File: src/rtl/mips_cpu_fetch_sequencer.sv
// mips_cpu_fetch_sequencer
// Multi-cycle control FSM for a MIPS-style core. It owns the program counter
// and the single shared Avalon-style memory port. Each instruction is fetched,
// handed to the datapath, and optionally followed by one data access. Branch
// and jump targets take effect only after the delay slot has completed. A jump
// to HALT_ADDR parks the sequencer until the next reset.

module mips_cpu_fetch_sequencer #(
    parameter logic [31:0] RESET_VECTOR = 32'hBFC00000,
    parameter logic [31:0] HALT_ADDR    = 32'h00000000,
    parameter logic [31:0] PC_STEP      = 32'd4
) (
    input  logic        clk,
    input  logic        reset,

    output logic        active,
    output logic [31:0] pc,

    output logic [31:0] mem_address,
    output logic        mem_read,
    output logic        mem_write,
    output logic [3:0]  mem_byteenable,
    output logic [31:0] mem_writedata,
    input  logic        mem_waitrequest,
    input  logic [31:0] mem_readdata,

    output logic [31:0] instr,
    output logic        instr_valid,
    input  logic        exec_done,
    input  logic        branch_taken,
    input  logic [31:0] branch_target,

    input  logic        dp_req,
    input  logic        dp_write,
    input  logic [31:0] dp_addr,
    input  logic [31:0] dp_wdata,
    input  logic [3:0]  dp_be,
    output logic        dp_ack,
    output logic [31:0] dp_rdata
);

    typedef enum logic [1:0] {
        S_FETCH  = 2'd0,
        S_EXEC   = 2'd1,
        S_DATA   = 2'd2,
        S_HALTED = 2'd3
    } state_t;

    state_t      r_state;
    logic [31:0] r_pc;
    logic        r_active;
    logic [31:0] r_instr;
    logic        r_instrValid;

    // Pending redirect: target captured by a taken branch, applied once the
    // delay-slot instruction completes.
    logic        r_delayPending;
    logic [31:0] r_tgt;

    // Data access captured at the EXEC->DATA hand-off so the bus stays stable
    // even if the datapath changes its request lines while we wait.
    logic        r_dWrite;
    logic [31:0] r_dAddr;
    logic [31:0] r_dWdata;
    logic [3:0]  r_dBe;
    logic        r_dBrTaken;
    logic [31:0] r_dBrTarget;

    logic        r_dpAck;
    logic [31:0] r_dpRdata;

    logic        w_complete;
    logic        w_brTaken;
    logic [31:0] w_brTarget;
    logic [31:0] w_pcNext;
    logic [31:0] w_tgtNext;
    logic        w_pendNext;
    logic        w_halt;

    // Instruction completion: EXEC finishing without a data access, or the
    // data access being accepted by the slave. The branch qualifier comes from
    // the live inputs in EXEC and from the captured copy in DATA.
    always_comb begin
        w_complete = 1'b0;
        w_brTaken  = branch_taken;
        w_brTarget = branch_target;
        if (r_state == S_EXEC) begin
            w_complete = exec_done && !dp_req;
        end else if (r_state == S_DATA) begin
            w_complete = !mem_waitrequest;
            w_brTaken  = r_dBrTaken;
            w_brTarget = r_dBrTarget;
        end
    end

    // Next program counter and redirect bookkeeping for a completing
    // instruction. A delay-slot instruction cannot start a new redirect.
    always_comb begin
        w_pcNext   = r_pc + PC_STEP;
        w_tgtNext  = r_tgt;
        w_pendNext = 1'b0;
        w_halt     = 1'b0;
        if (r_delayPending) begin
            w_pcNext   = r_tgt;
            w_pendNext = 1'b0;
            w_halt     = (r_tgt == HALT_ADDR);
        end else if (w_brTaken) begin
            w_tgtNext  = w_brTarget;
            w_pendNext = 1'b1;
        end
    end

    // Main sequencer: state, pc, latched instruction, data hand-off and the
    // one-cycle instr_valid / dp_ack pulses.
    always_ff @(posedge clk) begin
        if (reset) begin
            r_state        <= S_FETCH;
            r_pc           <= RESET_VECTOR;
            r_active       <= 1'b1;
            r_instr        <= 32'd0;
            r_instrValid   <= 1'b0;
            r_delayPending <= 1'b0;
            r_tgt          <= 32'd0;
            r_dWrite       <= 1'b0;
            r_dAddr        <= 32'd0;
            r_dWdata       <= 32'd0;
            r_dBe          <= 4'hF;
            r_dBrTaken     <= 1'b0;
            r_dBrTarget    <= 32'd0;
            r_dpAck        <= 1'b0;
            r_dpRdata      <= 32'd0;
        end else begin
            r_instrValid <= 1'b0;
            r_dpAck      <= 1'b0;

            case (r_state)
                S_FETCH: begin
                    if (!mem_waitrequest) begin
                        r_instr      <= mem_readdata;
                        r_instrValid <= 1'b1;
                        r_state      <= S_EXEC;
                    end
                end
                S_EXEC: begin
                    if (dp_req) begin
                        r_dWrite   <= dp_write;
                        r_dAddr    <= dp_addr;
                        r_dWdata   <= dp_wdata;
                        r_dBe      <= dp_be;
                        r_dBrTaken <= branch_taken;
                        if (branch_taken) begin
                            r_dBrTarget <= branch_target;
                        end
                        r_state    <= S_DATA;
                    end
                end
                S_DATA: begin
                    if (!mem_waitrequest) begin
                        r_dpAck   <= 1'b1;
                        r_dpRdata <= r_dWrite ? 32'd0 : mem_readdata;
                    end
                end
                default: begin
                end
            endcase

            if (w_complete) begin
                r_delayPending <= w_pendNext;
                r_tgt          <= w_tgtNext;
                if (w_halt) begin
                    r_pc     <= HALT_ADDR;
                    r_state  <= S_HALTED;
                    r_active <= 1'b0;
                end else begin
                    r_pc    <= w_pcNext;
                    r_state <= S_FETCH;
                end
            end
        end
    end

    // Bus strobes are decoded from registered state only, so they cannot
    // change while the slave holds waitrequest.
    always_comb begin
        mem_read       = 1'b0;
        mem_write      = 1'b0;
        mem_address    = r_pc;
        mem_byteenable = 4'hF;
        mem_writedata  = 32'd0;
        case (r_state)
            S_FETCH: begin
                mem_read = 1'b1;
            end
            S_DATA: begin
                mem_read       = !r_dWrite;
                mem_write      = r_dWrite;
                mem_address    = r_dAddr;
                mem_byteenable = r_dBe;
                mem_writedata  = r_dWrite ? r_dWdata : 32'd0;
            end
            default: begin
            end
        endcase
    end

    assign active      = r_active;
    assign pc          = r_pc;
    assign instr       = r_instr;
    assign instr_valid = r_instrValid;
    assign dp_ack      = r_dpAck;
    assign dp_rdata    = r_dpRdata;

endmodule
File: config.mk
export PLATFORM = sky130hd
export DESIGN_NAME = mips_cpu_fetch_sequencer
export DESIGN_NICKNAME = d
export VERILOG_FILES = /design/src/rtl/mips_cpu_fetch_sequencer.sv
export SDC_FILE = /design/constraint.sdc
export NUM_CORES = 1
export LEC_CHECK = 0
export BUFFER_PORTS_ARGS = -buffer_cell sky130_fd_sc_hd__buf_2
export CORE_MARGIN = 5
export CORE_UTILIZATION = 40
export DETAILED_ROUTE_END_ITERATION = 10
export GPL_TIMING_DRIVEN = 0
export SLEW_MARGIN = 20
export SYNTH_ARGS = -nofsm -noshare
export SYNTH_HDL_FRONTEND = slang
export SYNTH_SLANG_ARGS = --single-unit
File: constraint.sdc
create_clock -name clk -period 2.7 [get_ports clk]
set_clock_uncertainty 0.05 [all_clocks]
set_input_delay 0.135 -clock clk [delete_from_list [all_inputs] [get_ports clk]]
set_output_delay 0.135 -clock clk [all_outputs]
set_load 0.02 [all_outputs]
**Yosys cells after proc, flatten, opt, wreduce, memory -nomap -nowiden**

Cells that the tools add are included.

- Register bits: 236
- Input bits: 139
- Output and inout port bits: 169
- Logic and storage cells: 64

- $add $sub $neg: 1
- Equality and inequality tests: 4
- Mux-type cells: 24
- Bitwise operators: 4
- Reductions and logical operators: 16

Operator list:

| cell | count |
|---|---|
| $mux W32 | 8 |
| $add A32 B3 Y32 const B | 1 |
| $logic_not A32 Y1 | 1 |
| $mux W1 | 9 |
| $reduce_and A3 Y1 | 3 |
| $mux W2 | 4 |
| $reduce_and A2 Y1 | 4 |
| $ne A3 B3 Y1 const B | 2 |
| $mux W4 | 1 |
| $not A1 Y1 | 4 |
| $pmux W2 S2 | 1 |
| $reduce_or A2 Y1 | 2 |
| $logic_not A1 Y1 | 3 |
| $reduce_bool A3 Y1 | 1 |
| $eq A2 B1 Y1 const B | 1 |
| $eq A2 B2 Y1 const B | 1 |
| $logic_not A2 Y1 | 1 |
| $pmux W1 S2 | 1 |
| $logic_and A1 B1 Y1 | 1 |

**Logic depth before layout (Yosys ltp)**

- Depth after elaboration: 5
- Mapped depth: 9
- Depth with buffers taken out: 6

**Worst setup path after synthesis**

Ideal clock, no wire load.

- Path kind: register to register
- From: register r_pc[6], in the netlist pc[6]
- To: register r_pc[15], in the netlist pc[15]
- Library setup time: 0.122 ns
- Arrival time: 1.953 ns
- Required time: 2.528 ns
- Slack: 0.575 ns
- Cell stages (with the launch flop): 7
- Buffers on the path: 1
- Clock period less this slack: 2.125 ns
- Path through: dfxtp_1 -> buf_2 -> nand4_4 -> nor3b_4 -> nor3b_2 -> mux2_1 -> a221o_1

- Word-level cells in the longest chain between the ends: 3

RTL lines:

| item | line | RTL |
|---|---|---|
| start: declaration | 50 | `logic [31:0] r_pc;` |
| start signal: assignment | 175 | `r_pc <= w_pcNext;` |
| $add A32 B3 Y32 | 99 | `w_pcNext = r_pc + PC_STEP;` |
| $mux W32 | 103 | `if (r_delayPending) begin` |
| $mux W32 | 170 | `if (w_halt) begin` |

No other way between the ends.
A chain may end at the register's enable or synchronous reset.

**Worst setup path after layout**

- From: register r_state[1]
- To: output port mem_address[13]

- Word-level cells in the longest chain between the ends: 2

RTL lines:

| item | line | RTL |
|---|---|---|
| start: declaration | 49 | `state_t r_state;` |
| start signal: assignment | 117 | `r_state <= S_FETCH;` |
| start signal: assignment | 141 | `r_state <= S_EXEC;` |
| start signal: assignment | 154 | `r_state <= S_DATA;` |
| $eq A2 B2 Y1 | 190 | `case (r_state)` |
| $mux W32 | 190 |  |
| end: declaration | 19 | `output logic [31:0] mem_address,` |

No other way between the ends.

==> impl_results.rst <==
.. list-table::
   :header-rows: 1

   * - Metric
     - Value
   * - Outcome
     - completed
   * - Synth unique cells
     - 65
   * - Via count of the first global-routing pass
     - between 10000 and 15000
   * - Number of standard cells after synthesis
     - ~1200
   * - Aggregate routed wire length
     - 36.76 mm
   * - GRT Overall Usage
     - 0.2442
   * - Maxcap violations
     - 0
   * - Effective utilization at floorplan
     - 0.4026
   * - Wire length per cell
     - between 15 and 20 µm
   * - Maximum number of pins on one net before global-route repair
     - 13
   * - Final Critical Period
     - 2.564 ns
   * - Maximum clock frequency
     - roughly 0.4 GHz
   * - Mean number of vias per cell
     - 5.122
   * - Layout Cells excl Fill
     - slightly above 2000
   * - Number of search-and-repair iterations in the first detailed-routing pass
     - 5
   * - Fin crit share
     - 0.9498
   * - Placer's final routability congestion estimate
     - just under 0.9
   * - Slew HR
     - 0.4496
   * - Number of buffers created by CTS
     - 27
   * - Primary flip-flop cell chosen by synthesis mapping
     - sky130_fd_sc_hd__dfxtp_1
   * - Launching element type of the critical path
     - flop
   * - Worst IR Drop VDD
     - roughly 0.47 mV
   * - Synth async-reset ratio
     - 0
   * - Final nets
     - ~1800
   * - Post-route antenna net violation count
     - 0
   * - Avg Cell Area, Syn
     - 8.302 µm²
   * - Clock transition at the registers of the reported paths
     - roughly 0.060 ns
   * - Wire length of the first global-routing pass
     - 55.85 mm
   * - Flops & latches, synth
     - around 240
   * - Number of clock sinks seen by CTS
     - ~240
   * - Placeable Area
     - roughly 25000 µm²
   * - Tot Pwr
     - 0.008083 W
   * - Yosys warnings
     - 0
   * - Number of hold-slack violations in the final timing report
     - 0
   * - Post-Syn Area
     - ~10000 µm²
   * - TritonCTS clock tree
     - yes
   * - Initial antenna violation count
     - 1
   * - Class of the most critical hold timing path
     - in -> reg
   * - Number of cells in the design after placement
     - approximately 1800
   * - Lkg Pwr
     - approximately 5.9 nW
   * - Met3 track utilization from global routing
     - 0.03804
   * - Least-Margin Pin Slew
     - slightly above 0.8 ns
   * - Sort of element at the end of the critical path
     - output port
   * - Hold slack final
     - a little over 0.04 ns
   * - Fraction of met1 tracks used by global routing
     - 0.3082
   * - Final TNS setup
     - 0 ns
   * - Number of rows in the core area
     - between 50 and 60
   * - Sequential-to-total area share from yosys stat
     - 0.4715
   * - Root buf cell
     - sky130_fd_sc_hd__clkbuf_16
   * - Clock latency of the later-clocked register in the worst-skew pair
     - about 0.53 ns
   * - RSZ-0062 raised after global routing
     - false
   * - Ports
     - 308
   * - Setup Viol. Count Final
     - 0
   * - Critical Path AT
     - between 2 and 2.5 ns
   * - Final Max Slew Viols
     - 0
   * - Number of antenna diodes
     - 0
   * - EDFF count, synth
     - 0
   * - Max Root-Sink Buffers
     - 3
   * - DRC
     - 0
   * - First DRT Iteration DRCs
     - about 610
   * - Fraction of layout cells with a size suffix above 1
     - 0.2471
   * - Biggest fanout along the worst timing path
     - 10
   * - Number of port buffers
     - 307
   * - Synthesized netlist net count
     - roughly 1300
   * - Required @ worst endpoint
     - 2.52 ns
   * - Cell Pwr Density
     - 570.7 nW/µm²
   * - Vert. Die Dim
     - 168.3 µm
   * - Met2 usage in global routing
     - 0.4223
   * - Die span in x
     - between 150 and 200 µm
   * - Aggregate global routing overflow
     - 0
   * - Type of the worst setup path
     - reg -> out
   * - Global route hottest layer
     - met2
   * - Post-CTS setup buffer count
     - 0
   * - Depth of the CTS H-tree
     - 1
   * - Die Area
     - around 28000 µm²
   * - Area grow syn2layout
     - 41.33%
   * - Via total after detailed routing
     - approximately 10000
   * - Post-layout utilization of the core
     - 0.5690
   * - DP HPWL
     - 26.53 mm
-- per-stage QoR --
stage                     setup slack, ns  instance area (µm²)
after global routing              0.03657                14160
after detailed placement           0.2780                11970
after CTS                         0.03292                14150
after global placement             0.3071                11970
final                              0.1355                14160
after floorplan                    0.5750                10020
-- critical path, stage by stage, from the launching register on --
cell and delay (ns):
sky130_fd_sc_hd__dfxtp_1 0.30, sky130_fd_sc_hd__buf_2 0.18, sky130_fd_sc_hd__nor2b_1 0.14, sky130_fd_sc_hd__buf_2 0.22
sky130_fd_sc_hd__buf_6 0.22, sky130_fd_sc_hd__clkbuf_4 0.25, sky130_fd_sc_hd__mux2_2 0.36, sky130_fd_sc_hd__buf_2 0.18
-- final timing paths --
kind / start / to / slack, ns / cells past startpoint
worst max-delay path: r_state[1]$_SDFFE_PP0P_ / mem_address[13] / 0.14 / 7
worst min-delay path: exec_done / r_state[0]$_SDFFE_PP0P_ / 0.04 / 4
worst min register to register: dp_rdata[2]$_SDFFE_PP0P_ / dp_rdata[2]$_SDFFE_PP0P_ / 0.40 / 2
worst max register to register: r_state[0]$_SDFFE_PP0P_ / r_dBrTarget[0]$_SDFFE_PP0P_ / 0.27 / 8
-- sequential cells by signal, summed over array words and instances, names as in the netlist --
name and count:
active 1, dp_ack 1, dp_rdata 32, instr 32
instr_valid 1, pc 32, r_dAddr 32, r_dBe 4
r_dBrTaken 1, r_dBrTarget 32, r_dWdata 32, r_dWrite 1
r_delayPending 1, r_state 2, r_tgt 32
-- cell usage after synthesis, drive strengths merged (2+ instances only) --
library cell	instances	area, µm²
xnor2	6	52.55
dfxtp	236	4725
nor2	57	226.5
a22o	19	166.4
and2	3	18.77
nand3b	25	187.7
a21oi	166	830.8
inv	12	45.04
nand4	14	102.6
nor2b	2	12.51
and4	3	28.78
xor2	10	87.58
and3	38	237.7
or2	2	12.52
a221oi	3	26.28
mux2i	37	370.4
o21ai	15	75.07
mux2	31	349.1
a211oi	34	255.2
a22oi	4	30.03
a31oi	4	25.02
or4	3	22.52
nand2	316	1186
buf	33	178.9
nand3	13	70.07
nand2b	6	37.54
nor4	13	81.33
nor3b	4	51.30
a2111oi	2	23.77
o221ai	8	70.07
clkbuf	65	244.0
nor3	6	35.03
-- layer usage --
metal	share of wire	wire length (µm)
met1	0.42	15290
met2	0.48	17620
met3	0.066	2410
met4	0.039	1440
met5	0	0
-- what timing repair did --
action,CTS,global route
gates resized for setup,2,5
hold buffers,138,0
hold endpoints to repair,198,0
endpoints found under the setup margin,39,31
pin swaps,0,0
-- layout by cell type (no fill, tap or decap), drive strengths merged, types with 13 or more instances in the layout --
cell type / instances
a211oi: 34
a21oi: 166
a22o: 19
and3: 38
buf: 337
clkbuf: 109
dfxtp: 236
dlygate4sd3: 138
mux2: 31
mux2i: 37
nand2: 316
nand3: 13
nand3b: 25
nand4: 14
nor2: 57
nor4: 13
o21ai: 15
-- kinds of logic after synthesis --
logic type               Yosys count  synth area share
flip-flops                       236            0.4715
XOR/XNOR                          16           0.01398
AO/OA/AOI/OAI                    265            0.1587
multiplexers                      68           0.07179
buffers and inverters            110           0.04670
adder cells (fa/ha/maj)            1          0.001248
AND/OR/NAND/NOR                  511            0.2361
-- power breakdown --
| part | switching (W) | leakage, nW | internal (W) |
|---|---|---|---|
| clock | 0.00139 | 0.391 | 0.00196 |
| combinational | 0.000593 | 3.58 | 0.000443 |
| sequential | 0.0000862 | 1.92 | 0.00361 |
| total | 0.00207 | 5.89 | 0.00601 |
-- final cells by class --
cell class,count,area [µm²]
Buffer,98,437.9
Clock buffer,41,778.2
Clock inverter,3,15.01
Fill cell,2309,10730
Inverter,12,45.04
Multi-Input combinational cell,861,4831
Sequential cell,236,4725
Tap cell,330,412.9
Timing Repair Buffer,445,2918
No activity file was read; power rests on OpenSTA's default activity.
